===== config.mk =====
export PLATFORM = sky130hd
export DESIGN_NAME = multicycle_sequencer_flat
export DESIGN_NICKNAME = d
export VERILOG_FILES = /design/src/rtl/multicycle_sequencer_if.sv /design/src/rtl/multicycle_sequencer.sv /design/src/flat_wrapper.sv
export SDC_FILE = /design/constraint.sdc
export NUM_CORES = 1
export LEC_CHECK = 0
export BUFFER_PORTS_ARGS = -buffer_cell sky130_fd_sc_hd__buf_2
export CAP_MARGIN = 10
export CORE_UTILIZATION = 30
export DETAILED_ROUTE_END_ITERATION = 8
export PLACE_DENSITY = 0.53
export SKIP_LAST_GASP = 1
export SYNTH_ARGS = -nofsm -noshare
export SYNTH_HDL_FRONTEND = slang
export SYNTH_SLANG_ARGS = --single-unit

===== constraint.sdc =====
create_clock -name clk -period 1.8 [get_ports clk]
set_input_delay 0.18 -clock clk [delete_from_list [all_inputs] [get_ports clk]]
set_output_delay 0.18 -clock clk [all_outputs]
set_load 0.1 [all_outputs]

===== src/rtl/multicycle_sequencer_if.sv =====
// Control bundle between the multi-cycle sequencer (master) and the MIPS datapath (slave).
// Instruction fields and status flow into the sequencer, and selects and strobes flow out.
interface multicycle_sequencer_if;
  logic [5:0] opcode;
  logic [5:0] funct;
  logic       isZero;
  logic       memReady;

  logic       pcEn;
  logic       iorD;
  logic       memRead;
  logic       memWrite;
  logic       irWrite;
  logic       regDst;
  logic       memToReg;
  logic       regWrite;
  logic       aluSrcA;
  logic [1:0] aluSrcB;
  logic [3:0] aluOp;
  logic [1:0] pcSource;

  modport master (
    input  opcode, funct, isZero, memReady,
    output pcEn, iorD, memRead, memWrite, irWrite, regDst, memToReg,
           regWrite, aluSrcA, aluSrcB, aluOp, pcSource
  );

  modport slave (
    output opcode, funct, isZero, memReady,
    input  pcEn, iorD, memRead, memWrite, irWrite, regDst, memToReg,
           regWrite, aluSrcA, aluSrcB, aluOp, pcSource
  );
endinterface


===== src/rtl/multicycle_sequencer.sv =====
// Multi-cycle MIPS control FSM: walks each instruction through fetch/decode/execute/memory/write-back,
// stalls on memReady, traps on unsupported encodings and counts retired instructions.
module multicycle_sequencer #(
  parameter int RETIRE_W = 32
) (
  input  logic                clk,
  input  logic                reset,
  multicycle_sequencer_if.master bus,
  output logic [3:0]          state,
  output logic                halted,
  output logic [RETIRE_W-1:0] retired
);

  typedef enum logic [3:0] {
    FETCH  = 4'd0,
    DECODE = 4'd1,
    MEMADR = 4'd2,
    MEMRD  = 4'd3,
    MEMWB  = 4'd4,
    MEMWR  = 4'd5,
    EXEC   = 4'd6,
    RWB    = 4'd7,
    BRANCH = 4'd8,
    JUMP   = 4'd9,
    ADDIEX = 4'd10,
    ADDIWB = 4'd11,
    TRAP   = 4'd12
  } stateT;

  typedef struct packed {
    logic       iorD;
    logic       memRead;
    logic       memWrite;
    logic       regDst;
    logic       memToReg;
    logic       regWrite;
    logic       aluSrcA;
    logic [1:0] aluSrcB;
    logic [3:0] aluOp;
    logic [1:0] pcSource;
    logic       halted;
  } ctrlT;

  localparam logic [5:0] OP_RTYPE = 6'b000000;
  localparam logic [5:0] OP_LW    = 6'b100011;
  localparam logic [5:0] OP_SW    = 6'b101011;
  localparam logic [5:0] OP_BEQ   = 6'b000100;
  localparam logic [5:0] OP_J     = 6'b000010;
  localparam logic [5:0] OP_ADDI  = 6'b001000;

  localparam logic [3:0] ALU_ADD = 4'b0010;
  localparam logic [3:0] ALU_SUB = 4'b0110;
  localparam logic [3:0] ALU_AND = 4'b0000;
  localparam logic [3:0] ALU_OR  = 4'b0001;
  localparam logic [3:0] ALU_SLT = 4'b0111;

  stateT stateReg;
  stateT nextState;
  ctrlT  ctrl;
  logic  retireNow;

  function automatic logic functValid(logic [5:0] fn);
    case (fn)
      6'b100000, 6'b100010, 6'b100100, 6'b100101, 6'b101010: return 1'b1;
      default:                                               return 1'b0;
    endcase
  endfunction

  function automatic logic [3:0] functAluOp(logic [5:0] fn);
    case (fn)
      6'b100000: return ALU_ADD;
      6'b100010: return ALU_SUB;
      6'b100100: return ALU_AND;
      6'b100101: return ALU_OR;
      6'b101010: return ALU_SLT;
      default:   return ALU_ADD;
    endcase
  endfunction

  function automatic stateT nextStateOf(stateT s, logic [5:0] op, logic [5:0] fn, logic ready);
    case (s)
      FETCH:  return ready ? DECODE : FETCH;
      DECODE: begin
        case (op)
          OP_RTYPE:     return EXEC;
          OP_LW, OP_SW: return MEMADR;
          OP_BEQ:       return BRANCH;
          OP_J:         return JUMP;
          OP_ADDI:      return ADDIEX;
          default:      return TRAP;
        endcase
      end
      MEMADR: return (op == OP_SW) ? MEMWR : MEMRD;
      MEMRD:  return ready ? MEMWB : MEMRD;
      MEMWR:  return ready ? FETCH : MEMWR;
      EXEC:   return functValid(fn) ? RWB : TRAP;
      ADDIEX: return ADDIWB;
      MEMWB, RWB, BRANCH, JUMP, ADDIWB: return FETCH;
      default: return TRAP;
    endcase
  endfunction

  // Moore control word for a state; EXEC also folds in the ALU op chosen by funct.
  function automatic ctrlT decodeCtrl(stateT s, logic [5:0] fn);
    ctrlT c;
    c = '0;
    case (s)
      FETCH:  begin c.memRead = 1'b1; c.aluSrcB = 2'b01; c.aluOp = ALU_ADD; end
      DECODE: begin c.aluSrcB = 2'b11; c.aluOp = ALU_ADD; end
      MEMADR: begin c.aluSrcA = 1'b1; c.aluSrcB = 2'b10; c.aluOp = ALU_ADD; end
      MEMRD:  begin c.memRead = 1'b1; c.iorD = 1'b1; end
      MEMWB:  begin c.regWrite = 1'b1; c.memToReg = 1'b1; end
      MEMWR:  begin c.memWrite = 1'b1; c.iorD = 1'b1; end
      EXEC:   begin c.aluSrcA = 1'b1; c.aluOp = functAluOp(fn); end
      RWB:    begin c.regWrite = 1'b1; c.regDst = 1'b1; end
      BRANCH: begin c.aluSrcA = 1'b1; c.aluOp = ALU_SUB; c.pcSource = 2'b01; end
      JUMP:   c.pcSource = 2'b10;
      ADDIEX: begin c.aluSrcA = 1'b1; c.aluSrcB = 2'b10; c.aluOp = ALU_ADD; end
      ADDIWB: c.regWrite = 1'b1;
      TRAP:   c.halted = 1'b1;
      default: c = '0;
    endcase
    return c;
  endfunction

  always_comb begin
    nextState = nextStateOf(stateReg, bus.opcode, bus.funct, bus.memReady);
    case (stateReg)
      MEMWB, RWB, BRANCH, JUMP, ADDIWB: retireNow = 1'b1;
      MEMWR:                            retireNow = bus.memReady;
      default:                          retireNow = 1'b0;
    endcase
  end

  // The control word is registered from the next state so it lines up with stateReg.
  always_ff @(posedge clk or posedge reset) begin
    if (reset) begin
      stateReg <= FETCH;
      ctrl     <= decodeCtrl(FETCH, 6'b000000);
      retired  <= '0;
    end else begin
      stateReg <= nextState;
      ctrl     <= decodeCtrl(nextState, bus.funct);
      if (retireNow) retired <= retired + 1'b1;
    end
  end

  // Strobes are masked while reset is high so an abort never leaks a write.
  assign bus.memRead  = ctrl.memRead  & ~reset;
  assign bus.memWrite = ctrl.memWrite & ~reset;
  assign bus.regWrite = ctrl.regWrite & ~reset;
  assign bus.irWrite  = (stateReg == FETCH) & bus.memReady & ~reset;
  assign bus.pcEn     = ~reset & (((stateReg == FETCH) & bus.memReady) |
                                  (stateReg == JUMP) |
                                  ((stateReg == BRANCH) & bus.isZero));

  assign bus.iorD     = ctrl.iorD;
  assign bus.regDst   = ctrl.regDst;
  assign bus.memToReg = ctrl.memToReg;
  assign bus.aluSrcA  = ctrl.aluSrcA;
  assign bus.aluSrcB  = ctrl.aluSrcB;
  assign bus.aluOp    = ctrl.aluOp;
  assign bus.pcSource = ctrl.pcSource;

  assign state  = stateReg;
  assign halted = ctrl.halted;

endmodule


===== src/flat_wrapper.sv =====
// flat-port wrapper written by rule: the top's interface ports become plain ports
module multicycle_sequencer_flat 
#(
  parameter int RETIRE_W = 32
)
  (clk, reset, state, halted, retired, bus_opcode, bus_funct, bus_isZero, bus_memReady, bus_pcEn, bus_iorD, bus_memRead, bus_memWrite, bus_irWrite, bus_regDst, bus_memToReg, bus_regWrite, bus_aluSrcA, bus_aluSrcB, bus_aluOp, bus_pcSource);
  multicycle_sequencer_if bus_i ();
  input  logic clk;
  input  logic reset;
  output logic [3:0] state;
  output logic halted;
  output logic [RETIRE_W-1:0] retired;
  input wire logic [$bits(bus_i.opcode)-1:0] bus_opcode;
  input wire logic [$bits(bus_i.funct)-1:0] bus_funct;
  input wire logic [$bits(bus_i.isZero)-1:0] bus_isZero;
  input wire logic [$bits(bus_i.memReady)-1:0] bus_memReady;
  output wire logic [$bits(bus_i.pcEn)-1:0] bus_pcEn;
  output wire logic [$bits(bus_i.iorD)-1:0] bus_iorD;
  output wire logic [$bits(bus_i.memRead)-1:0] bus_memRead;
  output wire logic [$bits(bus_i.memWrite)-1:0] bus_memWrite;
  output wire logic [$bits(bus_i.irWrite)-1:0] bus_irWrite;
  output wire logic [$bits(bus_i.regDst)-1:0] bus_regDst;
  output wire logic [$bits(bus_i.memToReg)-1:0] bus_memToReg;
  output wire logic [$bits(bus_i.regWrite)-1:0] bus_regWrite;
  output wire logic [$bits(bus_i.aluSrcA)-1:0] bus_aluSrcA;
  output wire logic [$bits(bus_i.aluSrcB)-1:0] bus_aluSrcB;
  output wire logic [$bits(bus_i.aluOp)-1:0] bus_aluOp;
  output wire logic [$bits(bus_i.pcSource)-1:0] bus_pcSource;
  assign bus_i.opcode = bus_opcode;
  assign bus_i.funct = bus_funct;
  assign bus_i.isZero = bus_isZero;
  assign bus_i.memReady = bus_memReady;
  assign bus_pcEn = bus_i.pcEn;
  assign bus_iorD = bus_i.iorD;
  assign bus_memRead = bus_i.memRead;
  assign bus_memWrite = bus_i.memWrite;
  assign bus_irWrite = bus_i.irWrite;
  assign bus_regDst = bus_i.regDst;
  assign bus_memToReg = bus_i.memToReg;
  assign bus_regWrite = bus_i.regWrite;
  assign bus_aluSrcA = bus_i.aluSrcA;
  assign bus_aluSrcB = bus_i.aluSrcB;
  assign bus_aluOp = bus_i.aluOp;
  assign bus_pcSource = bus_i.pcSource;
  multicycle_sequencer #(.RETIRE_W(RETIRE_W)) u_core (.clk(clk), .reset(reset), .bus(bus_i), .state(state), .halted(halted), .retired(retired));
endmodule

# Yosys cells after proc, flatten, opt, wreduce, memory -nomap -nowiden
# Index checks and enable logic that the tools add are counted.
# totals
wordCells	91
register_bits	52
in_bits	16
# op_classes
n_reduce_logical	12
bitwise_logic	10
add_sub_neg	1
eq_ne	33
muxes	22
# op_table
operator	count
6-bit == test (second input constant)	7
4-bit == test (second input constant)	9
32-bit by 1-bit adder with 32-bit output (second input constant)	1
4-bit by 3-bit == test with 1-bit output (second input constant)	8
4-bit case mux with 8 select lines	1
4-bit case mux with 5 select lines	1
4-bit by 2-bit == test with 1-bit output (second input constant)	4
3-bit case mux with 4 select lines	1
4-bit case mux with 3 select lines	1
1-bit two-way mux	11
5-bit OR reduction	2
3-bit two-way mux	3
4-bit by 1-bit == test with 1-bit output (second input constant)	2
4-bit logical NOT	2
2-bit OR reduction	4
4-bit OR reduction	2
1-bit bitwise AND	7
6-bit by 2-bit == test with 1-bit output (second input constant)	1
6-bit by 3-bit == test with 1-bit output (second input constant)	1
6-bit by 4-bit == test with 1-bit output (second input constant)	1
6-bit logical NOT	1
2-bit case mux with 3 select lines	1
4-bit two-way mux	1
2-bit case mux with 2 select lines	1
4 further kinds	5

# Longest topological paths before layout
# Gate-level depths: netlist of run 1.
# depth
ltp_word	9
ltp_mapped	8

# Least setup slack after synthesis of run 1
# No wires, ideal clock.
# synth_timing
path_kind	register to output
start	reg u_core.stateReg[3], in the netlist u_core.state[3]
end	out bus_pcEn
stages_incl_launch_ff	4
t_arrival_ns	4.218
n_path_buf	1
t_required_ns	1.620
setup_slack_ns	-2.598
path_cell_list	dfrtp_1 > buf_2 > o21ai_0 > nor4_1
# synth_via
elab_chain_cells	5
word_cells_on_any_way	8
# synth_lines
item	line	text
start: declaration	multicycle_sequencer.sv:57	stateT stateReg;
start signal: assignment	multicycle_sequencer.sv:142	stateReg <= nextState;
4-bit logical NOT	multicycle_sequencer.sv:153	assign bus.pcEn = ~reset & (((stateReg == FETCH) & bus.memReady) |
1-bit bitwise AND	multicycle_sequencer.sv:153	
1-bit OR	multicycle_sequencer.sv:153	
1-bit OR *	multicycle_sequencer.sv:154	(stateReg == JUMP) |
1-bit bitwise AND *	multicycle_sequencer.sv:153	
end: declaration	flat_wrapper.sv:17	output wire logic [$bits(bus_i.pcEn)-1:0] bus_pcEn;
# Every way passes the cells marked *; elsewhere a longest branch is shown, timed or not.

# Final worst setup path of run 1
# layout_timing
start	reg u_core.stateReg[2], in the netlist u_core.state[2]
end	reg u_core.ctrl (netlist bit u_core.bus.iorD)
# layout_via
elab_chain_cells	6
word_cells_on_any_way	18
# layout_lines
item	line	text
4-bit by 3-bit == test with 1-bit output / 4-bit == test (equally long branches)	multicycle_sequencer.sv:81	case (s)
5-bit OR reduction	multicycle_sequencer.sv:81	
4-bit case mux with 8 select lines *	multicycle_sequencer.sv:81	
named net u_core.nextState[2]	multicycle_sequencer.sv:58	stateT nextState;
4-bit by 2-bit == test with 1-bit output / 4-bit by 3-bit == test with 1-bit output (equally long branches)	multicycle_sequencer.sv:107	case (s)
2-bit OR reduction (no source line) *	n/a	
1-bit two-way mux *	multicycle_sequencer.sv:107	
end signal: assignment	multicycle_sequencer.sv:139	ctrl <= decodeCtrl(FETCH, 6'b000000);
end signal: assignment	multicycle_sequencer.sv:143	ctrl <= decodeCtrl(nextState, bus.funct);
end: declaration	multicycle_sequencer.sv:59	ctrlT ctrl;
# The timed path passes the listed nets; every way through them passes the cells marked *.
# A chain may end at the register's enable or synchronous reset.

==> results of run 1 <==
-- layer usage --
metal  GRT usage (%)  vias up  wire length, um
met1           18.09     1018             2627
met5               0        -                0
met2           24.15       47             3031
met3           2.670        2              218
met4           3.077        0               25
li1                -     1041                -
-- kinds of logic after synthesis --
family	Yosys count
flip-flops	51
AO/OA/AOI/OAI	25
AND/OR/NAND/NOR	108
adder cells (fa/ha/maj)	1
XOR/XNOR	32
other	1
buffers and inverters	25
multiplexers	2
-- final timing paths --
path	depth (start not counted)	slack (ps)	startpoint	endpoint
min in group asynchronous	3	520	reset	u_core.bus.memToReg
max	6	-100	u_core.state[2]	u_core.bus.iorD
max in group asynchronous	4	750	reset	u_core.retired[8]
max reg2reg	6	-100	u_core.state[2]	u_core.bus.iorD
min reg2reg	1	470	u_core.retired[31]	u_core.retired[31]
min	3	180	bus_funct[1]	u_core.bus.aluOp[2]
-- through the flow --
stage / cells / setup TNS [ps] / cell area (um^2) / hold WS, ps
floorplan: 245 / -9503 / 2714 / 343.5
global placement: 435 / -21.83 / 3357 / 321.1
detailed placement: 435 / -184.8 / 3357 / 329.5
CTS: 445 / -372.1 / 3521 / 168.9
global route: 449 / -1277 / 3606 / 167.5
finish: 449 / -252.7 / 3606 / 179.1
-- synth_stat cells, types with 3 or more instances --
library cell and count:
buf_4 8, nand2_1 21, dfstp_2 3, xor2_1 9
nor3_1 5, nand3_1 14, inv_1 11, o21ai_0 9
nor2_1 18, nor4_1 3, xnor2_1 23, nor2b_1 5
dfrtp_1 48, buf_2 3, and3_1 9, nand2b_1 4
nand4_1 11
-- state kept, by name, indices dropped and copies added (netlist names), 2 cells and up --
signal	count
u_core.state	4
u_core.bus.pcSource	2
u_core.bus.aluSrcB	2
u_core.ctrl	3
u_core.bus.aluOp	3
u_core.retired	32
-- critical path, cell delays in order, from the launching register on --
cell and delay (ps):
dfrtp_2 430, or4b_4 540, a311o_1 280, and3_4 200, clkinv_4 70, nand2_8 60
o31ai_2 230
-- timing repair --
action	CTS	global route
endpoints found under the setup margin	13	31
gates resized for setup	6	12
setup buffers	1	3
cloned	0	1
endpoints found under the hold margin	15	0
pin swaps	5	10
hold buffers	1	0
-- layout make-up --
class	count	area, um^2	area share [%]
clock inverters	2	38.79	1.076
well taps	105	131.4	3.643
multi-input cells	170	1323	36.68
inverters	12	50.05	1.388
flip-flops and latches	51	1313	36.40
clock buffers	6	82.58	2.290
repair buffers	103	668.1	18.53
-- power by group through the flow --
stage / combinational (mW) / clock (mW) / sequential, mW
2_1_floorplan: 1.58 / 0 / 2.36
3_3_place_gp: 2.97 / 0 / 1.56
3_5_place_dp: 2.98 / 0 / 1.56
4_1_cts: 3.04 / 0.881 / 1.54
5_1_grt: 3.26 / 0.924 / 1.57
6_report: 3.10 / 0.843 / 1.54
==> results.json, run 1 <==
{
  "outcome": "complete, but fails checks",
  "violations": "negative setup slack",
  "final_layout_size_suffix_gt1_share_pct": 53.78,
  "power_mw": 5.484,
  "worstSetupPathType": "register to register",
  "die_w_um": 93.95,
  "fmax_ghz": 0.5269,
  "maxCapViolCount": 0,
  "clockPowerShare_pct": 15.4,
  "first_iter_violations": 31,
  "p_switching_mw": 2.788,
  "pwr-share-comb_pct": 56.6,
  "synth_edf_count": 0,
  "synthMuxAreaShare_pct": 0.8387,
  "netSwitchingFraction_pct": 50.85,
  "period_needed_ps": 1898,
  "fp.dieH_um": 93.95,
  "synthCells": 245,
  "grt_util_all_layers_pct": 14.01,
  "cts_max_path_buffers": 2,
  "synth_top_family_by_area": "simple AND/OR/NAND/NOR gates",
  "yosys.area.top_type_share_pct": 47.36,
  "cp.arrival_ps": 2110,
  "synth_fa_ha_area_share_pct": 0.4933,
  "hold_path_class": "input port to register",
  "mostFrequentLayoutCell": "buf_2",
  "fp-row-count": 33,
  "die_area_mm2": 0.008826,
  "rsz0062_at_grt": "true",
  "cts_tree": "done",
  "hpwl_um": 4424,
  "ys_types": 52,
  "vias_per_cell": 4.695,
  "crit_path_start_kind": "register",
  "powerDensity_mw_per_mm2": 1521,
  "synth_compound_area_share_pct": 7.647,
  "synth-seq-cells": 51,
  "gp_congestion": 0.7500,
  "synth_top_flop_cell": "dfrtp_1",
  "overflow": 0,
  "async_flop_share_pct": 100.0,
  "syn-cell-area_mm2": 0.002536,
  "fin_crit_sh_pct": 105.4,
  "layout.nets": 360,
  "ir_drop_mv": 0.6695,
  "area_growth_pct": 42.18,
  "seq_area_frac_synth_pct": 50.47,
  "num_vias": 2108,
  "synth_top_cell_by_area": "dfrtp_1",
  "numCtsBuffers": 5,
  "clk_latency_ps": 300,
  "antenna_left": 0,
  "p_seq_share_pct": 28.0,
  "fin_worst_skew_ps": 8.031,
  "setup_viol": 6,
  "maxSlewViolCount": 0,
  "drt-pass1-iter-count": 4,
  "final_cell_mix": "66 x buf_2, 30 x buf_4, 26 x dfrtp_2",
  "postLayoutCoreUtil_pct": 43.89,
  "critPathMaxFanout": 5,
  "grt_max_degree": 34,
  "synth.area.top_cells": "dfrtp_1 47%, xnor2_1 7.9%, dfstp_2 3.1%, nand2_1 3.1%, xor2_1 3.1%",
  "num_antenna_cells": 0,
  "cts.sinks": 51,
  "grt_pass1_vias": 2018,
  "drt-wirelength-per-cell_um": 13.14,
  "grt_pass1_wl_um": 9729,
  "syn_nets": 262,
  "io_buffers": 68,
  "clk_pin_slew_ps": 100,
  "yosys.area_share.xor_xnor_pct": 11.05,
  "post-place-ws_ps": -78.16,
  "drc_errors": 0,
  "synth_warnings": 0,
  "cell_internal_pwr_mw": 2.695,
  "root_buffer": "clkbuf_8",
  "fillerInstances": 792,
  "hold_violations": 0,
  "p_leak_nw": 1.740,
  "synth-simple-area-share_pct": 23.83,
  "core_area_mm2": 0.008217,
  "layout_setup_ws_ps": -97.82,
  "cp_data_required_time_ps": 2010,
  "antenna_found_initial": 0,
  "wl_um": 5902,
  "critPathCaptureType": "register",
  "initial_utilization_pct": 30.87,
  "syn_area_per_cell_um2": 10.35,
  "ioPinCount": 70,
  "htree_levels": 2
}
(Power assumes the default switching activity.)
==> run 2, diff against run 1 <==
--- a/config.mk
+++ b/config.mk
@@ -9,8 +9,10 @@
 export CAP_MARGIN = 10
 export CORE_UTILIZATION = 30
 export DETAILED_ROUTE_END_ITERATION = 8
+export MAX_ROUTING_LAYER = met4
 export PLACE_DENSITY = 0.53
 export SKIP_LAST_GASP = 1
 export SYNTH_ARGS = -nofsm -noshare
 export SYNTH_HDL_FRONTEND = slang
 export SYNTH_SLANG_ARGS = --single-unit
+export TNS_END_PERCENT = 30
==> results.json, run 2 (synthesis gave the netlist of run 1 again) <==
{
  "outcome": "complete, but fails checks",
  "violations": "negative setup slack",
  "num_vias": 2142,
  "die_area_mm2": 0.008826,
  "p_seq_share_pct": 27.2,
  "drt-wirelength-per-cell_um": 13.87,
  "initial_utilization_pct": 30.87,
  "first_iter_violations": 45,
  "hold_path_class": "input port to register",
  "ioPinCount": 70,
  "htree_levels": 2,
  "critPathCaptureType": "register",
  "met1_length_um": 2819,
  "area_growth_pct": 40.90,
  "fin_tns_setup_ps": -411.1,
  "grt_util_all_layers_pct": 15.16,
  "clockPowerShare_pct": 16.6,
  "crit_path_start_kind": "register",
  "postPlaceCellArea_mm2": 0.003261,
  "pwr-share-comb_pct": 56.2,
  "clk_pin_slew_ps": 90,
  "gp_congestion": 0.8290,
  "wl_met3_um": 239,
  "final_layout_size_suffix_gt1_share_pct": 49.28,
  "clk_latency_ps": 300,
  "fp.dieH_um": 93.95,
  "p_leak_nw": 1.765,
  "power_mw": 5.633,
  "period_needed_ps": 1914,
  "wl_um": 6269,
  "worstMarginPinSlew_ps": 510.9,
  "largest_reg_flops": 32,
  "hpwl_um": 4715,
  "ir_drop_mv": 0.9574,
  "drt-pass1-iter-count": 4,
  "layout_setup_ws_ps": -114.5,
  "multi_input_area_mm2": 0.001266,
  "seq_area_mm2": 0.001306,
  "holdWs_ps": 175.0,
  "mostFrequentLayoutCell": "buf_2",
  "maxSlewViolCount": 0,
  "netSwitchingFraction_pct": 49.66,
  "fillerInstances": 819,
  "cp_data_required_time_ps": 2020,
  "cp.arrival_ps": 2130,
  "layout.nets": 363,
  "root_buffer": "clkbuf_8",
  "num_antenna_cells": 0,
  "fmax_ghz": 0.5223,
  "worstSetupPathType": "register to register",
  "cts_max_path_buffers": 2,
  "p_switching_mw": 2.797,
  "powerDensity_mw_per_mm2": 1576,
  "antenna_found_initial": 0,
  "wl_met2_um": 3147,
  "critPathMaxFanout": 5,
  "cts_tree": "done",
  "stdcell_area_mm2": 0.003573,
  "rsz0062_at_grt": "true",
  "overflow": 0,
  "fin_worst_skew_ps": 13.24,
  "final_cell_mix": "66 x buf_2, 34 x buf_4, 27 x dfrtp_1",
  "setup_viol": 9,
  "io_buffers": 68,
  "grt_max_degree": 34,
  "cell_internal_pwr_mw": 2.836,
  "cts.sinks": 51,
  "hold_violations": 0,
  "grt_pass1_wl_um": 9991,
  "highest_layer": "met4",
  "antenna_left": 0,
  "fp-row-count": 33,
  "fin_crit_sh_pct": 106.4,
  "core_area_mm2": 0.008217,
  "die_w_um": 93.95,
  "fin_cells": 452,
  "largest_register": "u_core.retired",
  "vias_per_cell": 4.739,
  "slew_headroom_pct": 66.18,
  "grt_pass1_vias": 2022,
  "numCtsBuffers": 5,
  "dp.cells": 433,
  "drc_errors": 0,
  "maxCapViolCount": 0
}
## run 2: cell count changes in the layout (fill, tap and decap cells not counted), sizes merged
cell / before / now
clkinv: 1 / 0
bufinv: 1 / 2
buf: 102 / 105
## run 2: what timing repair did
item / in CTS / in global routing
resized for setup: 2 / 18
endpoints found under the setup margin: 21 / 39
hold buffers: 1 / 0
buffers inserted: 0 / 9
gates cloned: 0 / 1
pin swaps: 0 / 10
hold endpoints to repair: 17 / 0
## run 2: worst max-delay path, stage by stage, from the launching register on
cell     delay (ps)
dfrtp_2         440
or4b_4          560
a311o_1         290
and3_4          200
inv_6            60
nand2_4          70
nor4b_4         210
## run 2: metal layers
layer  track usage, %  up-vias
met5                -        -
met2            23.48       54
met1            20.09     1034
li1                 -     1047
met4            4.744        0
met3            2.832        7
## run 2: worst paths after layout
| kind | from | endpoint | slack (ps) | cells past startpoint |
|---|---|---|---|---|
| worst max-delay path | u_core.state[3] | u_core.bus.aluOp[0] | -110 | 6 |
| worst min-delay path | bus_funct[1] | u_core.bus.aluOp[2] | 170 | 3 |
| worst max register to register | u_core.state[3] | u_core.bus.aluOp[0] | -110 | 6 |
| worst min register to register | u_core.retired[10] | u_core.retired[10] | 470 | 1 |
| max in group asynchronous | reset | u_core.bus.aluSrcB[0] | 700 | 4 |
| min in group asynchronous | reset | u_core.state[1] | 510 | 3 |
## run 2: power groups by stage
stage	sequential [mW]	clock [mW]	combinational [mW]
6_report	1.53	0.936	3.17
2_1_floorplan	2.36	0	1.51
5_1_grt	1.56	1.01	3.31
4_1_cts	1.53	0.968	2.93
3_5_place_dp	1.55	0	2.91
3_3_place_gp	1.55	0	2.91
## run 2: area by class of cell
| type | instances | share of cell area, % |
|---|---|---|
| clock inverter | 2 | 1.681 |
| inverter | 12 | 1.401 |
| multi-input combinational | 170 | 35.43 |
| clock buffer | 6 | 2.031 |
| timing repair buffer | 106 | 19.22 |
| sequential | 51 | 36.55 |
| tap | 105 | 3.676 |
## run 2: metrics by stage
stage | worst slack (ps) | utilization, %
2_1_floorplan | -454.5 | -
3_3_place_gp | -54.57 | 39.68
3_5_place_dp | -125.4 | 39.68
4_1_cts | -123.6 | 41.56
5_1_grt | -158.3 | 43.49
6_report | -114.5 | 43.49
==> run 3, diff against run 2 <==
--- a/config.mk
+++ b/config.mk
@@ -11,6 +11,7 @@
 export DETAILED_ROUTE_END_ITERATION = 8
 export MAX_ROUTING_LAYER = met4
 export PLACE_DENSITY = 0.53
+export SETUP_SLACK_MARGIN = 0.02
 export SKIP_LAST_GASP = 1
 export SYNTH_ARGS = -nofsm -noshare
 export SYNTH_HDL_FRONTEND = slang
==> results.json, run 3 (synthesis gave the netlist of run 1 again) <==
{
  "outcome": "complete, but fails checks",
  "violations": "negative setup slack",
  "powerDensity_mw_per_mm2": 1573,
  "num_vias": 2148,
  "hold_start": "bus_funct[1]",
  "cts.sinks": 51,
  "numCtsBuffers": 5,
  "path_cells": "or4b_4 -> a311o_1 -> and3_4 -> clkinv_4 -> nand2_8 -> nor4b_4",
  "p_leak_nw": 1.782,
  "cts_max_path_buffers": 2,
  "dp.cells": 433,
  "fmax_ghz": 0.5195,
  "fillerInstances": 817,
  "root_buffer": "clkbuf_8",
  "fin_cells": 453,
  "io_buffers": 68,
  "clk_pin_slew_ps": 100,
  "worstSetupPathType": "register to register",
  "initial_utilization_pct": 30.87,
  "critPathMaxFanout": 5,
  "maxSlewViolCount": 0,
  "fin_tns_setup_ps": -461.2,
  "fin_crit_sh_pct": 106.9,
  "layout_setup_ws_ps": -125.0,
  "startpoint": "u_core.state[3]",
  "grt_pass1_vias": 2009,
  "crit_path_max_incr_delay_ps": 560,
  "drt-wirelength-per-cell_um": 14.17,
  "largest_register": "u_core.retired",
  "fp.dieH_um": 93.95,
  "htree_levels": 2,
  "grt_util_all_layers_pct": 15.18,
  "antenna_found_initial": 0,
  "area_growth_pct": 42.28,
  "mostFrequentLayoutCell": "buf_2",
  "grt_max_degree": 34,
  "maxCapViolCount": 0,
  "num_antenna_cells": 0,
  "stdcell_area_mm2": 0.003608,
  "antenna_left": 0,
  "cts_tree": "done",
  "period_needed_ps": 1925,
  "slowest_stage": "or4b_4",
  "crit_path_start_kind": "register",
  "die_area_mm2": 0.008826,
  "hold_violations": 0,
  "ioPinCount": 70,
  "critPathBufInv": 1,
  "overflow": 0,
  "layout.nets": 364,
  "ir_drop_mv": 0.9587,
  "drt-pass1-iter-count": 6,
  "drc_errors": 0,
  "final_cell_mix": "66 x buf_2, 34 x buf_4, 27 x dfrtp_1",
  "fin_worst_skew_ps": 12.93,
  "fp-row-count": 33,
  "vias_per_cell": 4.742,
  "wl_um": 6419,
  "critPathCaptureType": "register",
  "first_iter_violations": 48,
  "r2r-start": "u_core.state[3]",
  "die_w_um": 93.95,
  "core_area_mm2": 0.008217,
  "postPlaceCellArea_mm2": 0.003261,
  "rsz0062_at_grt": "true",
  "largest_reg_flops": 32,
  "setup_viol": 9,
  "grt_pass1_wl_um": 9991,
  "final_layout_size_suffix_gt1_share_pct": 50.57,
  "clk_latency_ps": 300,
  "path_delay_family": "simple AND/OR/NAND/NOR gates",
  "cp_data_required_time_ps": 2020,
  "hold_path_class": "input port to register",
  "hpwl_um": 4715,
  "cp.arrival_ps": 2140,
  "gp_congestion": 0.8290
}
-- run 3: cell types whose count changed in the layout (fill, tap and decap cells not counted), sizes merged --
cell    change
buf         +1
clkinv      +1
inv         -1
-- run 3: final cells by class --
cell class,instances,area (um^2),share of cell area [%]
Clock buffer,6,72.57,2.011
Multi-Input combinational cell,170,1290,35.75
Clock inverter,2,60.06,1.664
Sequential cell,51,1306,36.20
Tap cell,105,131.4,3.641
Inverter,12,50.05,1.387
Timing Repair Buffer,107,698.2,19.35
-- run 3: routing by layer --
layer,wire length [um],GRT usage (%)
met3,221,2.832
met4,107,4.487
met1,2904,19.94
met5,0,-
met2,3185,23.84
-- run 3: path summary, 6_finish.rpt --
| kind | end | slack, ps | cells after the start |
|---|---|---|---|
| max | u_core.bus.aluOp[0] | -130 | 6 |
| min | u_core.bus.aluOp[2] | 170 | 3 |
| max reg2reg | u_core.bus.aluOp[0] | -130 | 6 |
| min reg2reg | u_core.retired[31] | 470 | 1 |
| max in group asynchronous | u_core.bus.aluSrcB[0] | 690 | 4 |
| min in group asynchronous | u_core.state[1] | 520 | 3 |
-- run 3: timing repair --
item                       CTS  global route
hold endpoints to repair    17             0
cloned                       0             1
hold buffers                 1             0
gates resized for setup      5            19
setup endpoints to repair   27            41
setup buffers                1             9
pin swaps                    0            15
-- run 3: where the power goes --
part	total, mW	switching (mW)	internal, mW
Sequential	1.53	0.148	1.38
Clock	0.939	0.383	0.556
Combinational	3.21	2.29	0.913
Total	5.67	2.83	2.85
-- run 3: per-stage QoR --
stage	util [%]	setup slack [ps]	power [mW]	hold slack (ps)
2_1_floorplan	-	-454.5	3.866	343.5
6_report	43.92	-125.0	5.674	173.4
4_1_cts	41.77	-123.6	5.448	162.8
3_3_place_gp	39.68	-54.57	4.455	321.4
5_1_grt	43.92	-151.3	5.925	184.1
3_5_place_dp	39.68	-125.4	4.463	324.1
-- run 3: tightest hold or removal path, stage by stage --
cell,delay [ps]
buf_2,120
nand3_1,80
o31ai_2,70
